==> config.mk <==
export PLATFORM = sky130hd
export DESIGN_NAME = hazard_sched
export DESIGN_NICKNAME = d
export VERILOG_FILES = /design/src/rtl/hazard_sched_pkg.sv /design/src/rtl/hazard_sched_reg_use_decode.sv /design/src/rtl/hazard_sched.sv
export SDC_FILE = /design/constraint.sdc
export NUM_CORES = 1
export LEC_CHECK = 0
export ABC_AREA = 0
export BUFFER_PORTS_ARGS = -buffer_cell sky130_fd_sc_hd__buf_2
export CAP_MARGIN = 10
export CORE_ASPECT_RATIO = 1.1
export CORE_MARGIN = 1
export CORE_UTILIZATION = 42
export DETAILED_ROUTE_END_ITERATION = 12
export PLACE_DENSITY = 0.8
export SYNTH_ARGS = -nofsm -noshare
export SYNTH_HDL_FRONTEND = slang
export SYNTH_SLANG_ARGS = --single-unit
==> constraint.sdc <==
create_clock -name clk -period 2.1 [get_ports clk]
set_input_delay 0.21 -clock clk [delete_from_list [all_inputs] [get_ports clk]]
set_output_delay 0.21 -clock clk [all_outputs]
set_load 0.005 [all_outputs]
==> src/rtl/hazard_sched_pkg.sv <==
// Shared encodings for the pipeline scheduler: FSM states, forwarding selects and
// the RV32I opcodes the register-use decoder recognises.
package hazard_sched_pkg;

    typedef enum logic [1:0] {
        ST_BOOT   = 2'd0,
        ST_RUN    = 2'd1,
        ST_LSTALL = 2'd2,
        ST_FLUSH  = 2'd3
    } sched_state_e;

    localparam logic [1:0] FWD_RF = 2'd0;
    localparam logic [1:0] FWD_X  = 2'd1;
    localparam logic [1:0] FWD_W  = 2'd2;

    localparam logic [6:0] OP_RTYPE  = 7'b0110011;
    localparam logic [6:0] OP_IMM    = 7'b0010011;
    localparam logic [6:0] OP_LOAD   = 7'b0000011;
    localparam logic [6:0] OP_STORE  = 7'b0100011;
    localparam logic [6:0] OP_BRANCH = 7'b1100011;
    localparam logic [6:0] OP_JALR   = 7'b1100111;
    localparam logic [6:0] OP_JAL    = 7'b1101111;
    localparam logic [6:0] OP_LUI    = 7'b0110111;
    localparam logic [6:0] OP_AUIPC  = 7'b0010111;
    localparam logic [6:0] OP_SYSTEM = 7'b1110011;

    // X result is newer than W, so an X match always wins.
    function automatic logic [1:0] fwd_sel(input logic x_hit, input logic w_hit);
        if (x_hit)
            return FWD_X;
        else if (w_hit)
            return FWD_W;
        else
            return FWD_RF;
    endfunction

endpackage

==> src/rtl/hazard_sched_reg_use_decode.sv <==
// Extracts rs1/rs2 from the decode-stage instruction and flags which of them the
// instruction actually reads.
module hazard_sched_reg_use_decode
    import hazard_sched_pkg::*;
(
    input  logic [31:0] d_instr,
    input  logic        d_valid,
    output logic [4:0]  rs1,
    output logic [4:0]  rs2,
    output logic        use_rs1,
    output logic        use_rs2
);

    logic unused_instr_bits;
    assign unused_instr_bits = ^{d_instr[31:25], d_instr[13:7]};

    always_comb begin
        rs1     = d_instr[19:15];
        rs2     = d_instr[24:20];
        use_rs1 = 1'b0;
        use_rs2 = 1'b0;
        if (d_valid) begin
            case (d_instr[6:0])
                OP_RTYPE, OP_STORE, OP_BRANCH: begin
                    use_rs1 = 1'b1;
                    use_rs2 = 1'b1;
                end
                OP_IMM, OP_LOAD, OP_JALR: use_rs1 = 1'b1;
                // Immediate CSR forms reuse the rs1 field as a zimm value.
                OP_SYSTEM: use_rs1 = ~d_instr[14];
                OP_LUI, OP_AUIPC, OP_JAL: begin
                    use_rs1 = 1'b0;
                    use_rs2 = 1'b0;
                end
                default: begin
                    use_rs1 = 1'b0;
                    use_rs2 = 1'b0;
                end
            endcase
        end
    end

endmodule

==> src/rtl/hazard_sched.sv <==
// Pipeline scheduler for the 3-stage RV32I core: stall/flush/bubble control and
// operand forwarding selects. HAZARD_SCHED_PERF_EN adds saturating perf counters.
//
// state  | meaning
// BOOT   | fetch held while BIOS read data settles
// RUN    | normal issue; detects load-use and redirects
// LSTALL | load now in W, decode re-issued with W forwarding
// FLUSH  | extra post-redirect cycles with decode flushed
module hazard_sched
    import hazard_sched_pkg::*;
#(
    parameter int BOOT_CYCLES  = 2,
    parameter int FLUSH_CYCLES = 1
) (
    input  logic        clk,
    input  logic        rst,
    input  logic [31:0] d_instr,
    input  logic        d_valid,
    input  logic [4:0]  x_rd,
    input  logic        x_reg_we,
    input  logic        x_is_load,
    input  logic        x_valid,
    input  logic [4:0]  w_rd,
    input  logic        w_reg_we,
    input  logic        w_valid,
    input  logic        x_redirect,
    input  logic        mem_busy,
    output logic        pc_en,
    output logic        d_en,
    output logic        d_flush,
    output logic        x_bubble,
    output logic [1:0]  fwd_a,
    output logic [1:0]  fwd_b,
    output logic [1:0]  sched_state
`ifdef HAZARD_SCHED_PERF_EN
    ,
    output logic [31:0] perf_stall_cnt,
    output logic [31:0] perf_flush_cnt,
    output logic [31:0] perf_busy_cnt
`endif
);

    localparam logic [3:0] BOOT_LAST  = 4'(BOOT_CYCLES - 1);
    localparam logic [2:0] FLUSH_LOAD = 3'(FLUSH_CYCLES - 1);

    sched_state_e state;
    logic [3:0]   boot_cnt;
    logic [2:0]   flush_cnt;

    logic [4:0] rs1, rs2;
    logic       use_rs1, use_rs2;
    logic       x_hit_a, x_hit_b, w_hit_a, w_hit_b;
    logic       load_use;

    hazard_sched_reg_use_decode u_reg_use_decode (
        .d_instr (d_instr),
        .d_valid (d_valid),
        .rs1     (rs1),
        .rs2     (rs2),
        .use_rs1 (use_rs1),
        .use_rs2 (use_rs2)
    );

    assign x_hit_a  = use_rs1 && x_valid && x_reg_we && (x_rd != 5'd0) && (x_rd == rs1);
    assign x_hit_b  = use_rs2 && x_valid && x_reg_we && (x_rd != 5'd0) && (x_rd == rs2);
    assign w_hit_a  = use_rs1 && w_valid && w_reg_we && (w_rd != 5'd0) && (w_rd == rs1);
    assign w_hit_b  = use_rs2 && w_valid && w_reg_we && (w_rd != 5'd0) && (w_rd == rs2);
    assign load_use = x_is_load && (x_hit_a || x_hit_b);

    assign sched_state = state;

    always_comb begin
        pc_en    = 1'b0;
        d_en     = 1'b0;
        d_flush  = 1'b1;
        x_bubble = 1'b1;
        fwd_a    = FWD_RF;
        fwd_b    = FWD_RF;
        if (state != ST_BOOT) begin
            fwd_a = fwd_sel(x_hit_a, w_hit_a);
            fwd_b = fwd_sel(x_hit_b, w_hit_b);
            if (mem_busy) begin
                d_flush  = 1'b0;
                x_bubble = 1'b0;
            end else if (x_redirect || state == ST_FLUSH) begin
                pc_en = 1'b1;
                d_en  = 1'b1;
            end else if (state == ST_RUN && load_use) begin
                d_flush = 1'b0;
            end else begin
                pc_en    = 1'b1;
                d_en     = 1'b1;
                d_flush  = 1'b0;
                x_bubble = 1'b0;
            end
        end
    end

    always_ff @(posedge clk) begin
        if (!rst) begin
            state     <= ST_BOOT;
            boot_cnt  <= '0;
            flush_cnt <= '0;
        end else begin
            case (state)
                ST_BOOT: begin
                    boot_cnt <= boot_cnt + 4'd1;
                    if (boot_cnt == BOOT_LAST)
                        state <= ST_RUN;
                end
                ST_RUN, ST_LSTALL: begin
                    if (!mem_busy) begin
                        if (x_redirect) begin
                            state <= ST_RUN;
                            if (FLUSH_CYCLES > 1) begin
                                state     <= ST_FLUSH;
                                flush_cnt <= FLUSH_LOAD;
                            end
                        end else if (state == ST_RUN && load_use) begin
                            state <= ST_LSTALL;
                        end else begin
                            state <= ST_RUN;
                        end
                    end
                end
                ST_FLUSH: begin
                    if (!mem_busy) begin
                        if (x_redirect)
                            flush_cnt <= FLUSH_LOAD;
                        else if (flush_cnt <= 3'd1)
                            state <= ST_RUN;
                        else
                            flush_cnt <= flush_cnt - 3'd1;
                    end
                end
                default: state <= ST_BOOT;
            endcase
        end
    end

`ifdef HAZARD_SCHED_PERF_EN
    logic stall_lu;
    assign stall_lu = (state == ST_RUN) && !mem_busy && !x_redirect && load_use;

    always_ff @(posedge clk) begin
        if (!rst) begin
            perf_stall_cnt <= '0;
            perf_flush_cnt <= '0;
            perf_busy_cnt  <= '0;
        end else begin
            if (stall_lu && perf_stall_cnt != 32'hFFFF_FFFF)
                perf_stall_cnt <= perf_stall_cnt + 32'd1;
            if (state != ST_BOOT && d_flush && perf_flush_cnt != 32'hFFFF_FFFF)
                perf_flush_cnt <= perf_flush_cnt + 32'd1;
            if (state != ST_BOOT && mem_busy && perf_busy_cnt != 32'hFFFF_FFFF)
                perf_busy_cnt <= perf_busy_cnt + 32'd1;
        end
    end
`endif

endmodule

# Word-level counts from Yosys, hierarchy flattened
# Cells that the tools add are included.
dict set report word_totals {
  output_inout_bits 10
  register_bits 9
  in_bits 52
}
dict set report classes {
  magnitude_cmp 1
  eq_ne 21
  mux 31
  addsub 2
  n_bitwise 2
  n_reduce_logical 29
}
# operator n
set op_table {}
lappend op_table {{2-to-1 mux 2 bit} 13}
lappend op_table {{equality test 7 bit (second input constant)} 3}
lappend op_table {{equality test 5 bit} 4}
lappend op_table {{logical AND 1 bit} 18}
lappend op_table {{equality test 7 x 6 -> 1 bit (second input constant)} 2}
lappend op_table {{2-to-1 mux 1 bit} 14}
lappend op_table {{inequality test 2 bit (second input constant)} 5}
lappend op_table {{nonzero test 5 bit} 2}
lappend op_table {{equality test 7 x 2 -> 1 bit (second input constant)} 1}
lappend op_table {{equality test 7 x 5 -> 1 bit (second input constant)} 1}
lappend op_table {{2-to-1 mux 3 bit} 2}
lappend op_table {{case mux 2 bit (3 select lines)} 1}
lappend op_table {{OR reduction 6 bit} 1}
lappend op_table {{AND reduction 5 bit} 1}
lappend op_table {{adder 4 x 1 -> 4 bit (second input constant)} 1}
lappend op_table {{equality test 2 bit (second input constant)} 2}
lappend op_table {{equality test 4 x 1 -> 1 bit (second input constant)} 1}
lappend op_table {{<= comparator 3 x 1 -> 1 bit (second input constant)} 1}
lappend op_table {{AND reduction 3 bit} 1}
lappend op_table {{OR reduction 3 bit} 1}
lappend op_table {{subtractor 3 x 1 -> 3 bit (second input constant)} 1}
lappend op_table {{equality test 2 x 1 -> 1 bit (second input constant)} 1}
lappend op_table {{logical NOT 2 bit} 1}
lappend op_table {{logical OR 1 bit} 2}
lappend op_table {{5 further kinds} 6}

# Longest topological paths before layout
# Gate-level depths: netlist of run 1.
dict set report depth {
  ltp_word 15
  mapped_depth 7
  ltp_nobuf 7
}

# Modules after synthesis
# Synthesis of run 1 repeated with hierarchy kept, for this count alone.
dict set report hier_totals {
  cells_unflattened 125
  area_unflattened_um2 1026.0
}
# module n_inst area_each_um2 seq_area_each_um2 cells_per_inst
set by_module_without_submodules {}
lappend by_module_without_submodules {hazard_sched 1 869.6 180.2 107}
lappend by_module_without_submodules {hazard_sched_reg_use_decode 1 156.4 0.0 18}

# Least setup slack after synthesis of run 1
# OpenSTA, ideal clock, no wires.
dict set report synth_timing {
  kind {input -> output}
  from {input d_instr[3]}
  to {output pc_en}
  slack_ps 399
  path_stages 6
  required_time_ps 1890
  arrival_ps 1491
  n_path_buf 1
  cell_sequence {and4b_1 nand4b_1 nor4_2 a21oi_2 o41a_1 buf_4}
}
dict set report synth_via {
  elab_chain_cells 15
  word_cells_on_any_way 28
  classes_between {eq/ne: 7; mux: 8; reduce/logical: 13}
}
# element line_no
set synth_rtl {}
lappend synth_rtl {{start: declaration} hazard_sched.sv:17} ;# input logic [31:0] d_instr,
lappend synth_rtl {{equality test 7 x 6 -> 1 bit (tied with other cells)} hazard_sched_reg_use_decode.sv:23} ;# case (d_instr[6:0])
lappend synth_rtl {{OR reduction 6 bit (no source line) or OR reduction 3 bit (tied branches)} n/a}
lappend synth_rtl {{case mux 1 bit (2 select lines) or 2-to-1 mux 1 bit (tied branches)} hazard_sched_reg_use_decode.sv:23}
lappend synth_rtl {{2-to-1 mux 1 bit} hazard_sched_reg_use_decode.sv:22} ;# if (d_valid) begin
lappend synth_rtl {{logical AND 1 bit (on tied branches) (4 in series)} {hazard_sched.sv:64, hazard_sched.sv:65}}
lappend synth_rtl {{logical OR 1 bit *} hazard_sched.sv:68} ;# assign load_use = x_is_load && (x_hit_a || x_hit_b);
lappend synth_rtl {{logical AND 1 bit *} hazard_sched.sv:68}
lappend synth_rtl {{logical AND 1 bit *} hazard_sched.sv:88} ;# end else if (state == ST_RUN && load_use) begin
lappend synth_rtl {{2-to-1 mux 1 bit * (4 in series)} n/a}
lappend synth_rtl {{end: declaration} hazard_sched.sv:28} ;# output logic pc_en,
# Every way passes the cells marked *; elsewhere a longest branch is shown, timed or not.

# Worst setup path after layout of run 1
dict set report layout_timing {
  from {input d_instr[3]}
  to {output pc_en}
}
dict set report layout_via {
  elab_chain_cells 15
  word_cells_on_any_way 28
  classes_between {eq/ne: 7; mux: 8; reduce/logical: 13}
}
# element line_no
set layout_rtl {}
lappend layout_rtl {{equality test 7 x 6 -> 1 bit (tied with other cells)} hazard_sched_reg_use_decode.sv:23}
lappend layout_rtl {{OR reduction 6 bit (no source line) or OR reduction 3 bit (tied branches)} n/a}
lappend layout_rtl {{case mux 1 bit (2 select lines) or 2-to-1 mux 1 bit (tied branches)} hazard_sched_reg_use_decode.sv:23}
lappend layout_rtl {{2-to-1 mux 1 bit} hazard_sched_reg_use_decode.sv:22}
lappend layout_rtl {{logical AND 1 bit (on tied branches) (4 in series)} {hazard_sched.sv:64, hazard_sched.sv:65}}
lappend layout_rtl {{logical OR 1 bit *} hazard_sched.sv:68}
lappend layout_rtl {{logical AND 1 bit *} hazard_sched.sv:68}
lappend layout_rtl {{logical AND 1 bit *} hazard_sched.sv:88}
lappend layout_rtl {{2-to-1 mux 1 bit *} hazard_sched.sv:88}
lappend layout_rtl {{2-to-1 mux 1 bit *} hazard_sched.sv:85} ;# end else if (x_redirect || state == ST_FLUSH) begin
lappend layout_rtl {{2-to-1 mux 1 bit *} hazard_sched.sv:82} ;# if (mem_busy) begin
lappend layout_rtl {{2-to-1 mux 1 bit *} hazard_sched.sv:79} ;# if (state != ST_BOOT) begin
# Marks and branches as above.

==> flow_metrics.py, run 1 <==
metrics = {
    "pwr": {
        "vdd_drop_max_v": 0.000237,
        "swShare": 0.367,
        "clockPowerShare": 0.189,
        "intPower_uw": 454,
        "netSwitchingPower_uw": 263,
        "total_power_uw": 716,
        "power.density_nw_per_um2": 582,
        "p_leak_uw": 0.000534,
        "power_frac_seq": 0.336,
        "combPwrFrac": 0.475,
    },
    "clocking": {
        "postCtsHoldBufs": 0,
        "cts_tree": "done",
        "cts.sinks": 9,
        "worst_skew_pair.late_latency_ps": 260,
        "cts_max_path_buffers": 2,
        "root_buffer": "clkbuf_4",
        "cts_buffers": 3,
        "cts_resized": 0,
        "cts_max_level": 1,
        "cts_setup_buffers": 0,
        "clk_pin_slew_ps": 60,
    },
    "synth": {
        "yosysSeqAreaShare": 0.191,
        "netlist_area_um2": 945,
        "synth_nets": 176,
        "syn_area_per_cell_um2": 8.07,
        "yosys_warnings": 0,
        "synthCells": 117,
        "yosysUniqueCellTypes": 34,
        "ys_ff_latch": 9,
    },
    "critical_path": {
        "end_kind": "primary output",
        "startpoint_type": "input port",
        "critical_path.top_delay_family": "simple AND/OR/NAND/NOR gates",
        "cp.arrival_ps": 1750,
        "path_buf_inv": 2,
        "cp_max_fo": 4,
        "path_common_cell": "buf_2",
        "critPathMaxStageDelay_ps": 430,
        "crit_slowest_cell": "nor4_2",
        "worstSetupPathType": "input port to primary output",
        "worstPathRequired_ps": 1890,
        "crit_path_cell_trace": "buf_2 > and4b_1 > nand4b_1 > nor4_2 > a21oi_2 > o41a_1 > buf_2",
    },
    "finish": {
        "stdcell_area_um2": 1230,
        "multi_input_area_um2": 712,
        "final.fill_count": 213,
        "drive_gt1_frac": 0.333,
        "syn_to_final_growth_pct": 30.2,
        "antennaDiodeCount": 0,
        "nNetsFinal": 225,
        "final_cells": 193,
        "regArea_um2": 180,
    },
    "run_status": {
        "status": "finished, final reports clean",
    },
    "flow_run": {
        "cap_violations": 0,
    },
    "die": {
        "dieArea_um2": 2440,
        "die_h_um": 51.7,
        "ios": 62,
        "initial_utilization": 0.458,
        "rows": 17,
        "core_um2": 2060,
        "die_x_um": 47.2,
    },
    "placement": {
        "gp_congestion": 0.777,
        "portBuffers": 47,
        "place_area_um2": 1200,
        "dpl.cell_count": 189,
        "post-dp-hpwl_um": 1890,
    },
    "timing": {
        "finalSetupViolCount": 0,
        "timing.fmax_ghz": 0.511,
        "finalCritPeriodShare": 0.931,
        "holdWs_ps": 241,
        "rsz0062_at_grt": "false",
        "max_slew_margin": 0.723,
        "tightest_slew_ps": 412,
        "hold_viol": 0,
        "timing.setup.tns_ps": 0,
        "finalClockSkew_ps": 1.80,
        "final_max_slew_viol_count": 0,
        "min_period_ps": 1960,
    },
    "global_route": {
        "grt_usage": 0.197,
        "antenna_found_initial": 0,
        "first_global_vias": 848,
        "grt_max_degree": 11,
        "grt_overflow": 0,
        "grt_pass1_wl_um": 3390,
    },
    "worst_hold_path": {
        "hold_path_class": "input port to flop",
    },
    "routing": {
        "top_layer_used": "met4",
        "drtIter0Drc": 18,
        "drc": 0,
        "routed-wl-met2_um": 1160,
        "drt_wl_total_um": 2160,
        "vias": 1015,
        "wl_met3_um": 100,
        "drtPass1Iterations": 4,
        "ant_nets": 0,
        "vias_per_cell": 5.26,
        "wl_met1_um": 849,
        "routedWlPerCell_um": 11.2,
    },
}
tightest hold or removal path, stage by stage:
cell and delay, ps:
buf_2 110, nand4b_1 80, o31ai_1 60
final timing paths:
| path | slack (ps) | endpoint | depth (start not counted) | startpoint |
|---|---|---|---|---|
| setup / recovery | 140 | pc_en | 7 | d_instr[3] |
| hold / removal | 240 | sched_state[1] | 3 | x_is_load |
| hold reg to reg | 480 | flush_cnt[2] | 2 | flush_cnt[2] |
| setup reg to reg | 400 | flush_cnt[1] | 7 | flush_cnt[1] |
area by class of cell:
class                      count  share of cell area
clock buffer                   4              0.0214
inverter                       9              0.0275
multi-input combinational     95               0.579
sequential                     9               0.146
tap                           28              0.0285
timing repair buffer          48               0.197
cell usage after synthesis (all sizes together):
library cell / instances / area, µm²
xnor2: 15 / 131
nor2: 10 / 37.5
dfxtp: 9 / 180
inv: 9 / 33.8
xor2: 8 / 70.1
ha: 7 / 87.6
nand2: 7 / 26.3
nand3: 5 / 25.0
nor2b: 5 / 31.3
a21oi: 4 / 23.8
nor4: 4 / 37.5
and2: 3 / 18.8
clkbuf: 3 / 11.3
o31ai: 3 / 22.5
mux2i: 2 / 20.0
nand3b: 2 / 15.0
nand4b: 2 / 17.5
nor3b: 2 / 15.0
o21a: 2 / 15.0
o41a: 2 / 22.5
or4: 2 / 15.0
a211oi: 1 / 7.51
a21boi: 1 / 7.51
and4b: 1 / 10.0
buf: 1 / 7.51
nand4: 1 / 6.26
nor3: 1 / 5.00
o211a: 1 / 10.0
o211ai: 1 / 12.5
o21ai: 1 / 5.00
o21bai: 1 / 7.51
o221ai: 1 / 8.76
per-stage QoR:
| stage | util | setup WS (ps) |
|---|---|---|
| 3_5_place_dp | 0.583 | 153 |
| 2_1_floorplan | - | 399 |
| 3_3_place_gp | 0.583 | 183 |
| 6_report | 0.596 | 145 |
| 4_1_cts | 0.596 | 143 |
| 5_1_grt | 0.596 | 39.9 |
flip-flops by register name, indices dropped and copies added, names as in the netlist:
register / flops
flush_cnt: 3
boot_cnt: 4
sched_state: 2
cells in the final DEF, fill, tap and decap left out, types with 2 or more instances in the layout:
cell / Yosys / final
nor2b_1: 5 / 5
nand2_1: 7 / 7
nand3b_1: 2 / 2
nor2_1: 10 / 10
xor2_1: 8 / 8
nor3b_1: 2 / 2
clkbuf_4: 0 / 3
or4_1: 2 / 2
and2_1: 3 / 3
nand3_1: 5 / 5
nand4b_1: 2 / 2
o21a_1: 2 / 2
xnor2_1: 15 / 15
nor4_1: 2 / 2
mux2i_1: 2 / 2
ha_1: 7 / 7
inv_1: 9 / 9
o31ai_1: 3 / 3
nor4_2: 2 / 2
buf_2: 0 / 47
dfxtp_1: 9 / 9
a21oi_1: 3 / 3
o41a_1: 2 / 2
routing by layer:
| metal | up-vias | global-route usage |
|---|---|---|
| met4 | 0 | 0.100 |
| li1 | 506 | - |
| met3 | 5 | 0.0313 |
| met5 | - | 0 |
| met1 | 463 | 0.196 |
| met2 | 41 | 0.368 |
cells by family after synthesis:
| kind of cell | Yosys count | synth area share |
|---|---|---|
| mux | 2 | 0.0212 |
| xor+xnor | 23 | 0.213 |
| simple gates | 45 | 0.275 |
| buf+inv | 13 | 0.0556 |
| compound gates | 18 | 0.151 |
| flops | 9 | 0.191 |
| fa+ha+maj | 7 | 0.0927 |
power groups by stage:
stage / clock [µW] / sequential [µW] / combinational [µW]
final: 135 / 241 / 341
after global routing: 152 / 246 / 381
after CTS: 143 / 240 / 343
after detailed placement: 0 / 244 / 341
after global placement: 0 / 243 / 331
after floorplan: 0 / 237 / 228
(Power assumes the default switching activity.)
==> run 2, diff against run 1 <==
REMOVE_ABC_BUFFERS = 1   (was not set)
==> flow_metrics.py, run 2 (synthesis results as in run 1) <==
metrics = {
    "clocking": {
        "postCtsHoldBufs": 0,
        "cts.sinks": 9,
        "clk_pin_slew_ps": 60,
        "cts_max_level": 1,
        "worst_skew_pair.late_latency_ps": 270,
        "cts_buffers": 3,
        "cts_setup_buffers": 0,
        "cts_resized": 0,
        "root_buffer": "clkbuf_4",
        "cts_tree": "done",
        "cts_max_path_buffers": 2,
    },
    "routing": {
        "ant_nets": 0,
        "drtPass1Iterations": 4,
        "drt_wl_total_um": 2430,
        "drc": 0,
        "vias_per_cell": 5.25,
        "drtIter0Drc": 16,
        "vias": 1013,
        "routedWlPerCell_um": 12.6,
    },
    "critical_path": {
        "cp.arrival_ps": 1750,
        "end_kind": "primary output",
        "worstSetupPathType": "input port to primary output",
        "worstReg2RegStart": "flush_cnt[1]",
        "r2r_cells": 7,
        "worstPathRequired_ps": 1890,
        "cp_max_fo": 4,
        "reg2reg_to": "flush_cnt[0]",
        "startpoint_type": "input port",
        "cp-startpoint": "d_instr[3]",
        "ff2ff_setup_slack_ps": 310,
    },
    "worst_hold_path": {
        "worstHoldStart": "x_is_load",
        "hold_path_class": "input port to flop",
        "min_to": "sched_state[1]",
        "min_delay_path_depth": 3,
    },
    "finish": {
        "final_common_cell": "buf_2",
        "final_cell_mix": "47 x buf_2, 15 x xnor2_1, 10 x nor2_1",
        "nNetsFinal": 225,
        "largest_register": "boot_cnt",
        "syn_to_final_growth_pct": 30.2,
        "largest_reg_flops": 4,
        "antennaDiodeCount": 0,
        "regArea_um2": 180,
        "final.fill_count": 212,
        "multi_input_area_um2": 712,
        "final_cells": 193,
        "drive_gt1_frac": 0.333,
    },
    "timing": {
        "tightest_slew_ps": 392,
        "finalCritPeriodShare": 0.936,
        "max_slew_margin": 0.737,
        "rsz0062_at_grt": "false",
        "finalSetupViolCount": 0,
        "holdWs_ps": 242,
        "timing.setup.tns_ps": 0,
        "finalClockSkew_ps": 6.48,
        "min_period_ps": 1960,
        "final_max_slew_viol_count": 0,
        "timing.fmax_ghz": 0.509,
        "hold_viol": 0,
    },
    "placement": {
        "portBuffers": 47,
        "dpl.cell_count": 189,
        "post-dp-hpwl_um": 2090,
        "gp_congestion": 0.820,
    },
    "die": {
        "core_um2": 2060,
        "initial_utilization": 0.458,
        "die_x_um": 47.2,
        "rows": 17,
        "dieArea_um2": 2440,
        "ios": 62,
        "die_h_um": 51.7,
    },
    "global_route": {
        "antenna_found_initial": 0,
        "first_global_vias": 959,
        "grt_max_degree": 11,
        "grt_overflow": 0,
        "grt_usage": 0.215,
        "grt_pass1_wl_um": 3800,
    },
    "run_status": {
        "status": "finished, final reports clean",
    },
    "flow_run": {
        "cap_violations": 0,
    },
    "pwr": {
        "power.density_nw_per_um2": 592,
        "p_leak_uw": 0.000534,
        "vdd_drop_max_v": 0.000268,
    },
}
==> run 2: worst max-delay path by stage <==
stage,end,cells past startpoint
floorplan,d_en,5
global placement,pc_en,7
detailed placement,d_en,7
CTS,d_en,7
global route,d_en,7
finish,d_en,7
==> run 2: final cells by class <==
type / instances / share of cell area
sequential: 9 / 0.146
inverter: 9 / 0.0275
tap: 28 / 0.0285
timing repair buffer: 48 / 0.197
multi-input combinational: 95 / 0.579
clock buffer: 4 / 0.0214
==> run 2: per-stage QoR <==
step / total power (µW) / util / worst slack (ps) / area, µm²
5_1_grt: 798 / 0.596 / 51.5 / 1230
4_1_cts: 737 / 0.596 / 136 / 1230
3_3_place_gp: 574 / 0.583 / 178 / 1200
6_report: 728 / 0.596 / 135 / 1230
2_1_floorplan: 455 / - / 498 / 926
3_5_place_dp: 594 / 0.583 / 140 / 1200
==> run 2: power by group <==
group          switching [µW]  internal, µW  total (µW)
Sequential               36.4           204         240
Clock                    64.5          73.4         138
Combinational             173           178         351
==> run 2: critical path, cell delays in order <==
cell      delay [ps]
buf_2             90
and4b_1          250
nand4b_1         180
nor4_2           420
a21oi_2          110
o41a_1           350
buf_2            140
==> run 2: metal layers <==
metal / global-route usage / vias up / wire [µm]
li1: - / 503 / -
met1: 0.211 / 462 / 957
met2: 0.416 / 46 / 1330
met3: 0.0243 / 2 / 120
met4: 0.105 / 0 / 23
met5: 0 / - / 0
